==> src/rtl/operand_prep_pipe.sv <==
// Decode-to-execute operand preparation: register file, two bypassed read ports, immediate sign-extension, ALU-source mux.
// Latency: 1 cycle from accept to out_valid. Backpressure: in_ready = !out_valid || out_ready, no skid buffer.
// While an output is held, writes to its source registers are folded into it so it never goes stale.
module operand_prep_pipe #(
    parameter int DATA_WIDTH  = 64,
    parameter int ADDR_WIDTH  = 5,
    parameter int IMM_WIDTH   = 32,
    parameter int ZERO_REG_EN = 1
) (
    input  logic                  clock,
    input  logic                  reset,
    input  logic                  in_valid,
    output logic                  in_ready,
    input  logic [ADDR_WIDTH-1:0] reg1,
    input  logic [ADDR_WIDTH-1:0] reg2,
    input  logic                  alu_src,
    input  logic [IMM_WIDTH-1:0]  imm,
    input  logic                  reg_write,
    input  logic [ADDR_WIDTH-1:0] write_register,
    input  logic [DATA_WIDTH-1:0] write_data,
    output logic                  out_valid,
    input  logic                  out_ready,
    output logic [DATA_WIDTH-1:0] output1,
    output logic [DATA_WIDTH-1:0] output2,
    output logic [DATA_WIDTH-1:0] store_data
);

    localparam int                  DEPTH    = 2**ADDR_WIDTH;
    localparam logic [ADDR_WIDTH-1:0] ZERO_IDX = '1;
    localparam bit                  HAS_XZR  = (ZERO_REG_EN != 0);

    logic [DATA_WIDTH-1:0] regs_q [DEPTH];

    logic                  out_valid_q, out_valid_d;
    logic [DATA_WIDTH-1:0] out1_q, out1_d;
    logic [DATA_WIDTH-1:0] out2_q, out2_d;
    logic [DATA_WIDTH-1:0] store_q, store_d;
    logic [ADDR_WIDTH-1:0] src1_q, src1_d;
    logic [ADDR_WIDTH-1:0] src2_q, src2_d;
    logic                  alu_src_q, alu_src_d;

    logic                  wr_en;
    logic                  accept;
    logic                  rd1_zero, rd2_zero;
    logic [DATA_WIDTH-1:0] rd1, rd2;
    logic [DATA_WIDTH-1:0] imm_ext;

    // Writes to the hardwired zero register are dropped before they reach anything.
    assign wr_en    = reg_write && !(HAS_XZR && (write_register == ZERO_IDX));
    assign in_ready = !out_valid_q || out_ready;
    assign accept   = in_valid && in_ready;

    assign rd1_zero = HAS_XZR && (reg1 == ZERO_IDX);
    assign rd2_zero = HAS_XZR && (reg2 == ZERO_IDX);

    assign rd1 = rd1_zero                         ? '0         :
                 (wr_en && write_register == reg1) ? write_data :
                                                     regs_q[reg1];
    assign rd2 = rd2_zero                         ? '0         :
                 (wr_en && write_register == reg2) ? write_data :
                                                     regs_q[reg2];

    assign imm_ext = DATA_WIDTH'($signed(imm));

    always_comb begin
        out_valid_d = out_valid_q;
        out1_d      = out1_q;
        out2_d      = out2_q;
        store_d     = store_q;
        src1_d      = src1_q;
        src2_d      = src2_q;
        alu_src_d   = alu_src_q;

        if (accept) begin
            out_valid_d = 1'b1;
            out1_d      = rd1;
            store_d     = rd2;
            out2_d      = alu_src ? imm_ext : rd2;
            src1_d      = reg1;
            src2_d      = reg2;
            alu_src_d   = alu_src;
        end else if (out_valid_q && out_ready) begin
            out_valid_d = 1'b0;
        end else if (out_valid_q && wr_en) begin
            // Stalled: refresh captured register values; an immediate in output2 stays.
            if (write_register == src1_q) begin
                out1_d = write_data;
            end
            if (write_register == src2_q) begin
                store_d = write_data;
                if (!alu_src_q) begin
                    out2_d = write_data;
                end
            end
        end
    end

    always_ff @(posedge clock or posedge reset) begin
        if (reset) begin
            out_valid_q <= 1'b0;
            out1_q      <= '0;
            out2_q      <= '0;
            store_q     <= '0;
            src1_q      <= '0;
            src2_q      <= '0;
            alu_src_q   <= 1'b0;
        end else begin
            out_valid_q <= out_valid_d;
            out1_q      <= out1_d;
            out2_q      <= out2_d;
            store_q     <= store_d;
            src1_q      <= src1_d;
            src2_q      <= src2_d;
            alu_src_q   <= alu_src_d;
        end
    end

    always_ff @(posedge clock or posedge reset) begin
        if (reset) begin
            for (int i = 0; i < DEPTH; i++) begin
                regs_q[i] <= '0;
            end
        end else if (wr_en) begin
            regs_q[write_register] <= write_data;
        end
    end

    assign out_valid  = out_valid_q;
    assign output1    = out1_q;
    assign output2    = out2_q;
    assign store_data = store_q;

endmodule
==> config.mk <==
export PLATFORM = sky130hd
export DESIGN_NAME = operand_prep_pipe
export DESIGN_NICKNAME = d
export VERILOG_FILES = /design/src/rtl/operand_prep_pipe.sv
export SDC_FILE = /design/constraint.sdc
export NUM_CORES = 2
export LEC_CHECK = 0
export BUFFER_PORTS_ARGS = -buffer_cell sky130_fd_sc_hd__buf_2
export CORE_MARGIN = 10
export CORE_UTILIZATION = 40
export CTS_BUF_LIST = sky130_fd_sc_hd__clkbuf_2
export CTS_CLUSTER_DIAMETER = 200
export DETAILED_ROUTE_END_ITERATION = 16
export PLACE_DENSITY = 0.56
export SYNTH_ARGS = -nofsm -noshare
export SYNTH_HDL_FRONTEND = slang
export SYNTH_SLANG_ARGS = --single-unit
==> constraint.sdc <==
create_clock -name clock -period 92.9 [get_ports clock]
set_input_delay 9.29 -clock clock [delete_from_list [all_inputs] [get_ports clock]]
set_output_delay 9.29 -clock clock [all_outputs]
set_load 0.02 [all_outputs]
; ---- Word-level counts from Yosys, hierarchy flattened
; Index checks and enable logic that the tools add are counted.
[word_totals]
reg_bits = 2252
latch_bits = 0
ramBits = 0
rom_bits = 0
input_bits = 117
out_inout_bits = 194
elab_cells = 101
mem_count = 0
[op_classes]
add_sub_neg = 0
n_mul = 0
n_div = 0
magnitude_cmp = 4
eq_ne = 9
shifts = 0
mux = 29
bitwise = 3
reduce_logical = 17
[op_table]
columns = cell, count
row1 = $bwmux 2048, 1
row2 = $mux 64, 23
row3 = $bmux 64 s5, 2
row4 = $demux 64 s5, 1
row5 = $eq 5x5->1, 4
row6 = $ge 6x6->1 const B, 3
row7 = $not 5->6, 3
row8 = $eq 5x5->1 const B, 3
row9 = $reduce_bool 2->1, 4
row10 = $logic_and 1x1->1, 7
row11 = $lt 6x1->1 const B, 1
row12 = $reduce_and 3->1, 2
row13 = $reduce_and 4->1, 1
row14 = $logic_not 1->1, 2
row15 = $mux 1, 2
row16 = $ne 2x1->1 const B, 1
row17 = $ne 2x2->1 const B, 1
row18 = $logic_or 1x1->1, 1

; ---- Longest topological paths before layout
[logic_depth]
word_depth = 8
mapped_depth = 10
ltp_nobuf = 6

; ---- Worst setup path after synthesis
; OpenSTA, ideal clock, no wires.
[synth_path]
path_kind = input-to-output
from = input port out_ready
to = output port in_ready
arrival_ns = 9.686
required_time_ns = 83.610
slack_ns = 73.924
stages = 2
n_path_buf = 0
path_cell_list = nor2b_1 > inv_1
[synth_between]
elab_chain_len = 1
[synth_lines]
columns = element, line
row1 = "start, declared", 22  ; input logic out_ready,
row2 = $logic_or 1x1->1, 50  ; assign in_ready = !out_valid_q || out_ready;
row3 = "end, declared", 13  ; output logic in_ready,
; No other way between the ends.

; ---- Final worst setup path
; Same ends and word-level chain as after synthesis.

==> flow_summary.toml <==
[run_status]
status = "finished, final reports clean"

[detailed_routing]
viasPerCell = 6.32
dr.first_iter.drc_count = 8473
met2_length_mm = 193
wl_met1_mm = 176
wl_mm = 422
wl_per_cell_um = 33.1
remaining_drc_errors = 0
antenna_left = 0
top_layer = "met5"
drt_first_pass_iters = 6
route.met3.wl_mm = 35.4
num_vias = 80600

[place]
dp.cells = 11700
io_buffers = 310
dpl.hpwl_mm = 236
globalplace.congestion = 0.810
place_ws_ns = 73.14

[power_and_ir_drop]
p_per_area_nw_per_um2 = 20.8
p_leak_nw = 55.6
swShare_pct = 32.6
p_int_w = 0.00178
p_comb_share_pct = 22.6
p_clk_share_pct = 28.0
max-vdd-ir-drop_mv = 0.0112
pwr-share-seq_pct = 49.4
power.switching_w = 0.000859

[grt]
grt_pass1_vias = 83800
grt_max_degree = 177
grt_overflow_total = 0
antenna_found_initial = 18
track_usage_pct = 26.1
grt_pass1_wl_mm = 608

[sta]
max_freq_mhz = 50.6
final-setup-viol-count = 0
finalCriticalPeriod_ns = 19.75
hold_violations = 0
post-route-period-util_pct = 21.3
tns_ns = 0
skew_ns = 0.135
rsz0062_at_grt = "false"
setup_ws_ns = 73.15
drv_slew = 0
max_slew_margin_pct = 13.5
tightest_slew_ns = 1.29

[die]
die-area_um2 = 314000
core_area_um2 = 291000
die_y_um = 560
dieWidth_um = 560
start_util_pct = 40.2
ioPinCount = 311
rows = 198

[worst_hold_path]
hold_depth = 0
hold_class = "flip-flop to flip-flop"
holdPathEnd = "regs_q[13]"
hp-start = "regs_q[13]"

[worst_setup_path]
crit_path_end_kind = "output port"
path_class = "input pin to output port"
r2r-end = "output2[51]"
crit_path_max_fanout = 6
timing.rr.start = "out_valid"
crit_required_ns = 83.61
worstRegToRegCells = 9
rrSetupSlack_ns = 87.81
crit_arrival_ns = 10.46
worstSetupStartpointType = "input pin"

[synthesis]
yosys_warnings = 0
synthArstFlopShare_pct = 100
netlist_instances = 8259
synth_edf_count = 0
syn_nets = 8376
synth_flop_cell = "dfrtp_1"
syn_area_um2 = 117000
synth_cell_types = 62
syn_avg_cell_area_um2 = 14.1
ys_seq_area_share_pct = 48.2
synth_seq_cells = 2252

[clock_network]
clkSinkCount = 2252
post_cts_resize_count = 0
cts_setup_buffers = 0
clk_latency_ns = 1.82
clock_path_buffers = 4
cts_made_buffers = 613
cts_tree = "done"
htree_num_levels = 6
clock_tree.root_cell = "clkbuf_2"
postCtsHoldBufs = 0
clkTransAtPathRegs_ns = 0.09

[final_layout]
drive_gt1_share_pct = 46.8
fin_cells = 12800
syn_to_final_growth_pct = 8.47
nets = 8526

[run]
maxCapViolations = 0
kinds of logic after synthesis:
logic type / count (synthesis) / share of synthesized area [%]
buf+inv: 1053 / 3.84
simple gates: 828 / 2.95
compound gates: 1155 / 7.13
xor+xnor: 20 / 0.150
mux: 2951 / 37.7
flops: 2252 / 48.2
metrics by stage:
step	util [%]	cell area (um2)	power, W	hold slack, ns
floorplan	-	117000	0.00173	0.445
global placement	41.6	121000	0.00189	0.380
detailed placement	41.6	121000	0.00191	0.387
CTS	43.5	127000	0.00265	0.408
global route	43.5	127000	0.00277	0.417
finish	43.6	127000	0.00264	0.407
cell type report:
type | count | area, um2
Inverter | 95 | 374
Clock buffer | 867 | 4340
Tap cell | 3900 | 4880
Fill cell | 26700 | 164000
Multi-Input combinational cell | 4954 | 56400
Clock inverter | 177 | 1170
Antenna cell | 20 | 50.0
Timing Repair Buffer | 493 | 3140
Sequential cell | 2252 | 56400
routing by layer:
layer,track usage (%),vias to the layer above
met5,0,-
met4,10.6,10
met3,6.20,943
met2,40.3,4010
met1,35.4,43400
li1,-,32300
worst max-delay path by stage:
| stage | from | endpoint | slack [ns] | cells past startpoint |
|---|---|---|---|---|
| 2_1_floorplan | reset | alu_src_q | 19.98 | 1 |
| 3_3_place_gp | out_ready | in_ready | 73.08 | 4 |
| 3_5_place_dp | out_ready | in_ready | 73.14 | 4 |
| 4_1_cts | out_ready | in_ready | 73.12 | 4 |
| 5_1_grt | out_ready | in_ready | 73.07 | 4 |
| 6_report | out_ready | in_ready | 73.15 | 4 |
synthesized netlist by cell type (4+ instances only):
| library cell | count | area [um2] |
|---|---|---|
| mux2_2 | 1653 | 18600 |
| nor2_1 | 117 | 439 |
| a221oi_1 | 65 | 569 |
| nand2b_1 | 4 | 25.0 |
| buf_1 | 50 | 188 |
| o22ai_1 | 63 | 394 |
| o21ai_0 | 375 | 1880 |
| a311oi_1 | 5 | 43.8 |
| xnor2_1 | 12 | 105 |
| a221o_1 | 61 | 611 |
| and2_1 | 5 | 31.3 |
| xor2_1 | 8 | 70.1 |
| a21oi_1 | 24 | 120 |
| o31ai_1 | 32 | 240 |
| a211o_1 | 75 | 657 |
| inv_1 | 77 | 289 |
| buf_6 | 9 | 101 |
| nor2b_1 | 13 | 81.3 |
| o311a_1 | 31 | 310 |
| mux2i_1 | 306 | 3060 |
| o221ai_1 | 84 | 736 |
| o211ai_1 | 37 | 278 |
| nor3b_1 | 4 | 30.0 |
| or2_2 | 4 | 25.0 |
| clkbuf_1 | 599 | 2250 |
| nand4_1 | 36 | 225 |
| o22a_1 | 37 | 324 |
| nand2_1 | 542 | 2030 |
| nand3b_1 | 6 | 45.0 |
| nor3_1 | 12 | 60.1 |
| buf_4 | 37 | 278 |
| nand3_1 | 75 | 375 |
| dfrtp_1 | 2252 | 56400 |
| a22o_1 | 46 | 403 |
| buf_2 | 263 | 1320 |
| a22oi_1 | 56 | 420 |
| a31oi_1 | 31 | 194 |
| a211oi_1 | 40 | 300 |
| o2bb2ai_1 | 75 | 657 |
| mux4_2 | 992 | 22300 |
| clkinv_1 | 16 | 60.1 |
cells in the final DEF, fill, tap and decap left out, types with 36 or more instances in the layout:
cell type / synthesis / final
a211oi_1: 40 / 39
a221oi_1: 65 / 65
clkinv_1: 16 / 124
nand2_1: 542 / 528
o22a_1: 37 / 37
mux4_2: 992 / 992
inv_1: 77 / 76
a221o_1: 61 / 61
o221ai_1: 84 / 84
dfrtp_1: 2252 / 2252
buf_4: 37 / 173
buf_2: 263 / 302
mux2_2: 1653 / 1653
nand4_1: 36 / 36
clkbuf_2: 0 / 867
o22ai_1: 63 / 63
nand3_1: 75 / 70
o21ai_0: 375 / 375
nor2_1: 117 / 101
a22o_1: 46 / 46
mux2i_1: 306 / 306
a22oi_1: 56 / 56
o211ai_1: 37 / 37
o2bb2ai_1: 75 / 75
a211o_1: 75 / 74
sequential cells by signal, indices dropped and copies added (netlist names):
| signal | cells |
|---|---|
| output2 | 64 |
| regs_q | 2048 |
| out_valid | 1 |
| alu_src_q | 1 |
| src2_q | 5 |
| output1 | 64 |
| store_data | 64 |
| src1_q | 5 |
worst max-delay path, stage by stage:
cell and delay (ns):
buf_2 0.10, nor2b_1 0.41, inv_1 0.39, buf_2 0.28
power by group through the flow:
stage | clock network, W | registers [W] | logic, W
6_report | 0.000738 | 0.00130 | 0.000596
3_5_place_dp | 0 | 0.00132 | 0.000597
5_1_grt | 0.000808 | 0.00133 | 0.000638
3_3_place_gp | 0 | 0.00131 | 0.000584
4_1_cts | 0.000756 | 0.00130 | 0.000598
2_1_floorplan | 0 | 0.00130 | 0.000433
Power figures use the tool's default switching activity.
